## config.mk

```make
export PLATFORM = sky130hd
export DESIGN_NAME = multi_lane_data_controller
export DESIGN_NICKNAME = d
export VERILOG_FILES = /design/src/rtl/multi_lane_data_controller.sv
export SDC_FILE = /design/constraint.sdc
export NUM_CORES = 2
export LEC_CHECK = 0
export BUFFER_PORTS_ARGS = -buffer_cell sky130_fd_sc_hd__buf_4
export CORE_MARGIN = 2
export CORE_UTILIZATION = 45
export CTS_BUF_LIST = sky130_fd_sc_hd__clkbuf_4 sky130_fd_sc_hd__clkbuf_8
export CTS_CLUSTER_SIZE = 28
export DETAILED_ROUTE_END_ITERATION = 8
export GPL_ROUTABILITY_DRIVEN = 0
export SKIP_CTS_REPAIR_TIMING = 1
export SYNTH_ARGS = -nofsm -noshare
export SYNTH_HDL_FRONTEND = slang
export SYNTH_SLANG_ARGS = --single-unit
```

## constraint.sdc

```tcl
create_clock -name clk -period 17.4 [get_ports clk]
set_input_delay 1.74 -clock clk [delete_from_list [all_inputs] [get_ports clk]]
set_output_delay 1.74 -clock clk [all_outputs]
set_load 0.03 [all_outputs]
```

## src/rtl/multi_lane_data_controller.sv

```systemverilog
// multi_lane_data_controller: buffers AXI-Stream words and stripes them across active lanes as IDLE/DATA/SEP/CC blocks
module multi_lane_data_controller #(
  parameter int DATA_W     = 64,
  parameter int LANES      = 4,
  parameter int FIFO_DEPTH = 8,
  parameter int CC_PERIOD  = 1000,
  parameter int CC_LEN     = 3
) (
  input  logic                         clk,
  input  logic                         rst_n,
  input  logic [$clog2(LANES+1)-1:0]   active_lanes,
  input  logic                         tx_en,
  input  logic                         s_axi_valid,
  output logic                         s_axi_ready,
  input  logic                         s_axi_last,
  input  logic [DATA_W/8-1:0]          s_axi_keep,
  input  logic [DATA_W-1:0]            s_axi_data,
  output logic [2*LANES-1:0]           lane_type,
  output logic [DATA_W*LANES-1:0]      lane_data,
  output logic                         col_valid
);
  localparam int KW = DATA_W / 8;
  localparam int AW = $clog2(FIFO_DEPTH);
  localparam int CW = $clog2(FIFO_DEPTH + 1);
  localparam int LW = $clog2(LANES + 1);
  localparam int PW = $clog2(CC_PERIOD);
  localparam int RW = $clog2(CC_LEN + 1);
  localparam logic [1:0] T_IDLE = 2'd0, T_DATA = 2'd1, T_SEP = 2'd2, T_CC = 2'd3;
  typedef enum logic [1:0] {S_IDLE, S_FRAME, S_PEND} state_t;
  state_t state, state_n;
  logic [DATA_W-1:0] mem_data [FIFO_DEPTH];
  logic              mem_last [FIFO_DEPTH];
  logic [KW-1:0]     mem_keep [FIFO_DEPTH];
  logic [AW-1:0] rd_ptr, wr_ptr, idx;
  logic [CW-1:0] count, cnt_n, pops, pop_n;
  logic [LW-1:0] lanes_q, eff_lanes;
  logic [PW-1:0] cc_cnt;
  logic [RW-1:0] cc_rem;
  logic [2*LANES-1:0] col_type;
  logic [DATA_W*LANES-1:0] col_data;
  logic [DATA_W-1:0] mask, masked;
  logic [7:0] pc;
  logic push, cc_on, cc_wrap, owed, ended, seen, stop;
  assign push = s_axi_valid && s_axi_ready;
  assign cc_on = cc_rem != '0;
  assign cc_wrap = cc_cnt == PW'(CC_PERIOD - 1);
  assign eff_lanes = (active_lanes == '0 || int'(active_lanes) > LANES) ? LW'(1) : active_lanes;
  // FIFO storage; entries are only meaningful between rd_ptr and wr_ptr, so no reset is needed
  always_ff @(posedge clk) begin
    if (push) begin
      mem_data[wr_ptr] <= s_axi_data;
      mem_last[wr_ptr] <= s_axi_last;
      mem_keep[wr_ptr] <= s_axi_keep;
    end
  end
  // Build the next column lane by lane, popping FIFO words in order and deciding the frame state
  always_comb begin
    col_type = '0;
    col_data = '0;
    pops = '0;
    idx = rd_ptr;
    mask = '0;
    masked = '0;
    pc = '0;
    owed = state == S_PEND;
    ended = 1'b0;
    seen = 1'b0;
    stop = 1'b0;
    for (int i = 0; i < LANES; i++) begin
      idx = rd_ptr + pops[AW-1:0];
      for (int b = 0; b < KW; b++) mask[8*b +: 8] = {8{mem_keep[idx][b]}};
      masked = mem_data[idx] & mask;
      pc = 8'($countones(mem_keep[idx]));
      if (i < int'(lanes_q) && !stop) begin
        if (cc_on) col_type[2*i +: 2] = T_CC;
        else if (owed) begin
          col_type[2*i +: 2] = T_SEP;
          owed = 1'b0;
          ended = 1'b1;
          stop = 1'b1;
        end else if (pops < count) begin
          pops = pops + 1'b1;
          if (!mem_last[idx] || &mem_keep[idx]) begin
            col_type[2*i +: 2] = T_DATA;
            col_data[DATA_W*i +: DATA_W] = mem_data[idx];
            seen = 1'b1;
            owed = mem_last[idx];
          end else begin
            col_type[2*i +: 2] = T_SEP;
            col_data[DATA_W*i +: DATA_W] = {masked[DATA_W-9:0], pc};
            ended = 1'b1;
            stop = 1'b1;
          end
        end else stop = 1'b1;
      end
    end
    state_n = (!tx_en || cc_on) ? state : ended ? S_IDLE : owed ? S_PEND : seen ? S_FRAME : state;
    pop_n = tx_en ? pops : '0;
    cnt_n = count + CW'(push) - pop_n;
  end
  // Pointers, occupancy, frame state, lane latch, CC scheduling and registered lane outputs
  always_ff @(posedge clk or negedge rst_n) begin
    if (!rst_n) begin
      state <= S_IDLE;
      lanes_q <= LW'(1);
      rd_ptr <= '0;
      wr_ptr <= '0;
      count <= '0;
      s_axi_ready <= 1'b0;
      cc_cnt <= '0;
      cc_rem <= '0;
      lane_type <= '0;
      lane_data <= '0;
      col_valid <= 1'b0;
    end else begin
      state <= state_n;
      count <= cnt_n;
      s_axi_ready <= cnt_n < CW'(FIFO_DEPTH);
      rd_ptr <= rd_ptr + pop_n[AW-1:0];
      wr_ptr <= push ? wr_ptr + 1'b1 : wr_ptr;
      lanes_q <= state_n == S_IDLE ? eff_lanes : lanes_q;
      col_valid <= tx_en;
      if (tx_en) begin
        cc_cnt <= cc_wrap ? '0 : cc_cnt + 1'b1;
        cc_rem <= cc_wrap ? RW'(CC_LEN) : cc_on ? cc_rem - 1'b1 : '0;
        lane_type <= col_type;
        lane_data <= col_data;
      end
    end
  end
endmodule

```

==> flow_metrics.env <==
export IMPL_synth_seq_cells=877
export IMPL_cpPeakStageDelay_ns=1.56
export IMPL_crit_path_max_fanout=56
export IMPL_slew_viol_final=0
export IMPL_vias=36100
export IMPL_clock_latency_ns=0.87
export IMPL_crit_path_frequent_cell="fa_1"
export IMPL_detail_route_antenna_nets=0
export IMPL_rows=122
export IMPL_hold_viol=0
export IMPL_period_share_pct=70.6
export IMPL_crit_type="flip-flop to flip-flop"
export IMPL_seqCellArea_sq_mm=0.0249
export IMPL_htree_levels=4
export IMPL_syn_num_nets=3265
export IMPL_tightest_slew_ns=1.31
export IMPL_ys_types=80
export IMPL_grt_max_degree=105
export IMPL_root_buffer="clkbuf_8"
export IMPL_end_kind="flip-flop"
export IMPL_syn_to_final_growth_pct=14.7
export IMPL_place_port_buffers=345
export IMPL_ys_warn_count=0
export IMPL_yosysTopAreaCellShare_pct=35.1
export IMPL_synth_edf_count=584
export IMPL_wl_per_cell_um=37.8
export IMPL_coreArea_sq_mm=0.110
export IMPL_numCtsBuffers=152
export IMPL_drt_pass1_iter_count=6
export IMPL_synth_ff_type="edfxtp_1"
export IMPL_cp_arrival_ns=13.06
export IMPL_fp_dieH_um=337
export IMPL_wirelength_mm=191
export IMPL_synthTopCellsByArea="edfxtp_1, mux4_2, dfrtp_1"
export IMPL_hpwlAfterDp_mm=128
export IMPL_seq_area_frac_synth_pct=49.8
export IMPL_fillCellCount=8974
export IMPL_finalSetupTns_ns=0
export IMPL_skew_ns=0.0520
export IMPL_cts_sinks=877
export IMPL_max_freq_mhz=81.4
export IMPL_final_setup_viol_count=0
export IMPL_cts_tree="done"
export IMPL_die_area_sq_mm=0.114
export IMPL_grt_setup_unrepaired="no"
export IMPL_start_util_pct=45.3
export IMPL_cp_required_ns=18.18
export IMPL_synth_area_leader_cell="edfxtp_1"
export IMPL_cp_slowest_cell="fa_4"
export IMPL_path_clk_slew_ns=0.07
export IMPL_hp_class="flip-flop to flip-flop"
export IMPL_ys_async_sr_fraction_pct=33.4
export IMPL_syn_area_sq_mm=0.0500
export IMPL_cts_buffer_depth=3
export IMPL_fin_nets=3553
export IMPL_grt_use_total_pct=33.6
export IMPL_cp_start_kind="flip-flop"
export IMPL_drtIter0Drc=5427
export IMPL_status="completed"
export IMPL_multi_input_area_sq_mm=0.0239
export IMPL_ios=346
export IMPL_grt_pass1_wl_mm=268
export IMPL_slew_limit_headroom_pct=10.1
export IMPL_avgSynthCellArea_sq_um=16.0
export IMPL_grt_pass1_vias=35100
export IMPL_drv_cap=0
export IMPL_drive_gt1_share_pct=39.4
export IMPL_drcViolationCount=0
export IMPL_post_drt_via_cell_ratio=7.15
export IMPL_antenna_found_initial=23
export IMPL_grt_ovfl_total=0
export IMPL_fp_dieW_um=337
export IMPL_synthCells=3129
export IMPL_min_period_ns=12.28
[through the flow]
stage                     util (%)  hold WS, ns  setup slack (ns)  instances  cell area (sq um)
after floorplan                  -        0.460              8.17       3129              50000
after global placement        48.9        0.470              5.51       4751              53900
after detailed placement      48.9        0.475              5.26       4751              53900
after CTS                     51.9        0.490              5.23       5034              57300
after global routing          51.9        0.497              4.65       5039              57300
final                         51.9        0.486              5.12       5047              57300
[cell families (layout without fill, tap and decap cells)]
kind of cell	count (synthesis)	in the layout	synth area share, %
muxes	885	885	32.7
other	0	13	0
AOI/OAI and AO/OA	564	564	8.72
and+or+nand+nor	389	389	3.86
adders and majority gates	56	56	1.70
DFF	877	877	49.8
buffers and inverters	333	750	2.77
xor gates and xnor gates	25	25	0.476
[cell type report]
| class | instances | share of cell area, % |
|---|---|---|
| diodes | 13 | 0.0568 |
| inverters | 59 | 0.399 |
| well taps | 1488 | 3.25 |
| repair buffers | 408 | 5.38 |
| flip-flops and latches | 877 | 43.4 |
| multi-input cells | 1919 | 41.7 |
| clock buffers | 210 | 4.56 |
| clock inverters | 73 | 1.28 |
[sequential cells by signal, indices dropped and copies added, names as in the netlist]
signal / count
cc_cnt: 10
cc_rem: 2
col_valid: 1
count: 4
lane_data: 256
lane_type: 8
lanes_q: 3
mem_data: 512
mem_keep: 64
mem_last: 8
rd_ptr: 3
s_axi_ready: 1
state: 2
wr_ptr: 3
[path summary, 6_finish.rpt]
path / start / endpoint / slack (ns) / depth (start not counted)
hold / removal: lane_data[14] / lane_data[14] / 0.49 / 1
min in group asynchronous: rst_n / lane_data[190] / 0.93 / 1
setup reg to reg: count[0] / lane_data[194] / 5.12 / 30
max in group asynchronous: rst_n / rd_ptr[1] / 14.28 / 3
hold reg to reg: lane_data[14] / lane_data[14] / 0.49 / 1
setup / recovery: count[0] / lane_data[194] / 5.12 / 30
[cells in the mapped netlist, drive strengths merged, types with 74 or more instances]
master,count
mux4,580
mux2i,158
clkbuf,200
buf,74
nor2,117
o2bb2ai,189
mux2,147
dfrtp,292
nand3,79
o22a,112
a21oi,125
edfxtp,584
[critical path, delay by kind of cell, from the launching register on]
kind	cells	cell delay (ns)
AO/OA/AOI/OAI	4	1.03
XOR/XNOR	1	0.18
adder cells (fa/ha/maj)	9	5.21
buffers and inverters	5	1.91
flip-flops	1	0.41
multiplexers	4	1.26
AND/OR/NAND/NOR	7	2.05
[cells in the final DEF (no fill, tap or decap), types with 18 or more instances in the layout]
cell type and instances:
edfxtp_1 584, mux4_2 580, buf_4 406, dfrtp_1 289, o2bb2ai_1 189, clkbuf_8 166, mux2i_1 158, a21oi_1 125
o22a_1 112, nor2_1 109, mux2_2 84, nand3_1 79, inv_1 58, nand2_1 58, a211oi_1 56, mux2_1 56
and3_1 53, clkbuf_4 44, ha_1 32, clkinv_2 26, o21ai_0 19, clkinv_1 19, fa_1 18
[metal layers]
layer	track usage [%]	vias up	routed length (um)	part of all wire, %
li1	-	13700	-	-
met1	44.8	18700	69200	36
met2	49.0	3074	84000	44
met3	11.2	510	26200	14
met4	17.6	30	11300	5.9
met5	0	-	207	0.11
Power is left out: the tool's default activity adds up to more than one toggle a clock period on the data nets, which glitch-free logic cannot reach.
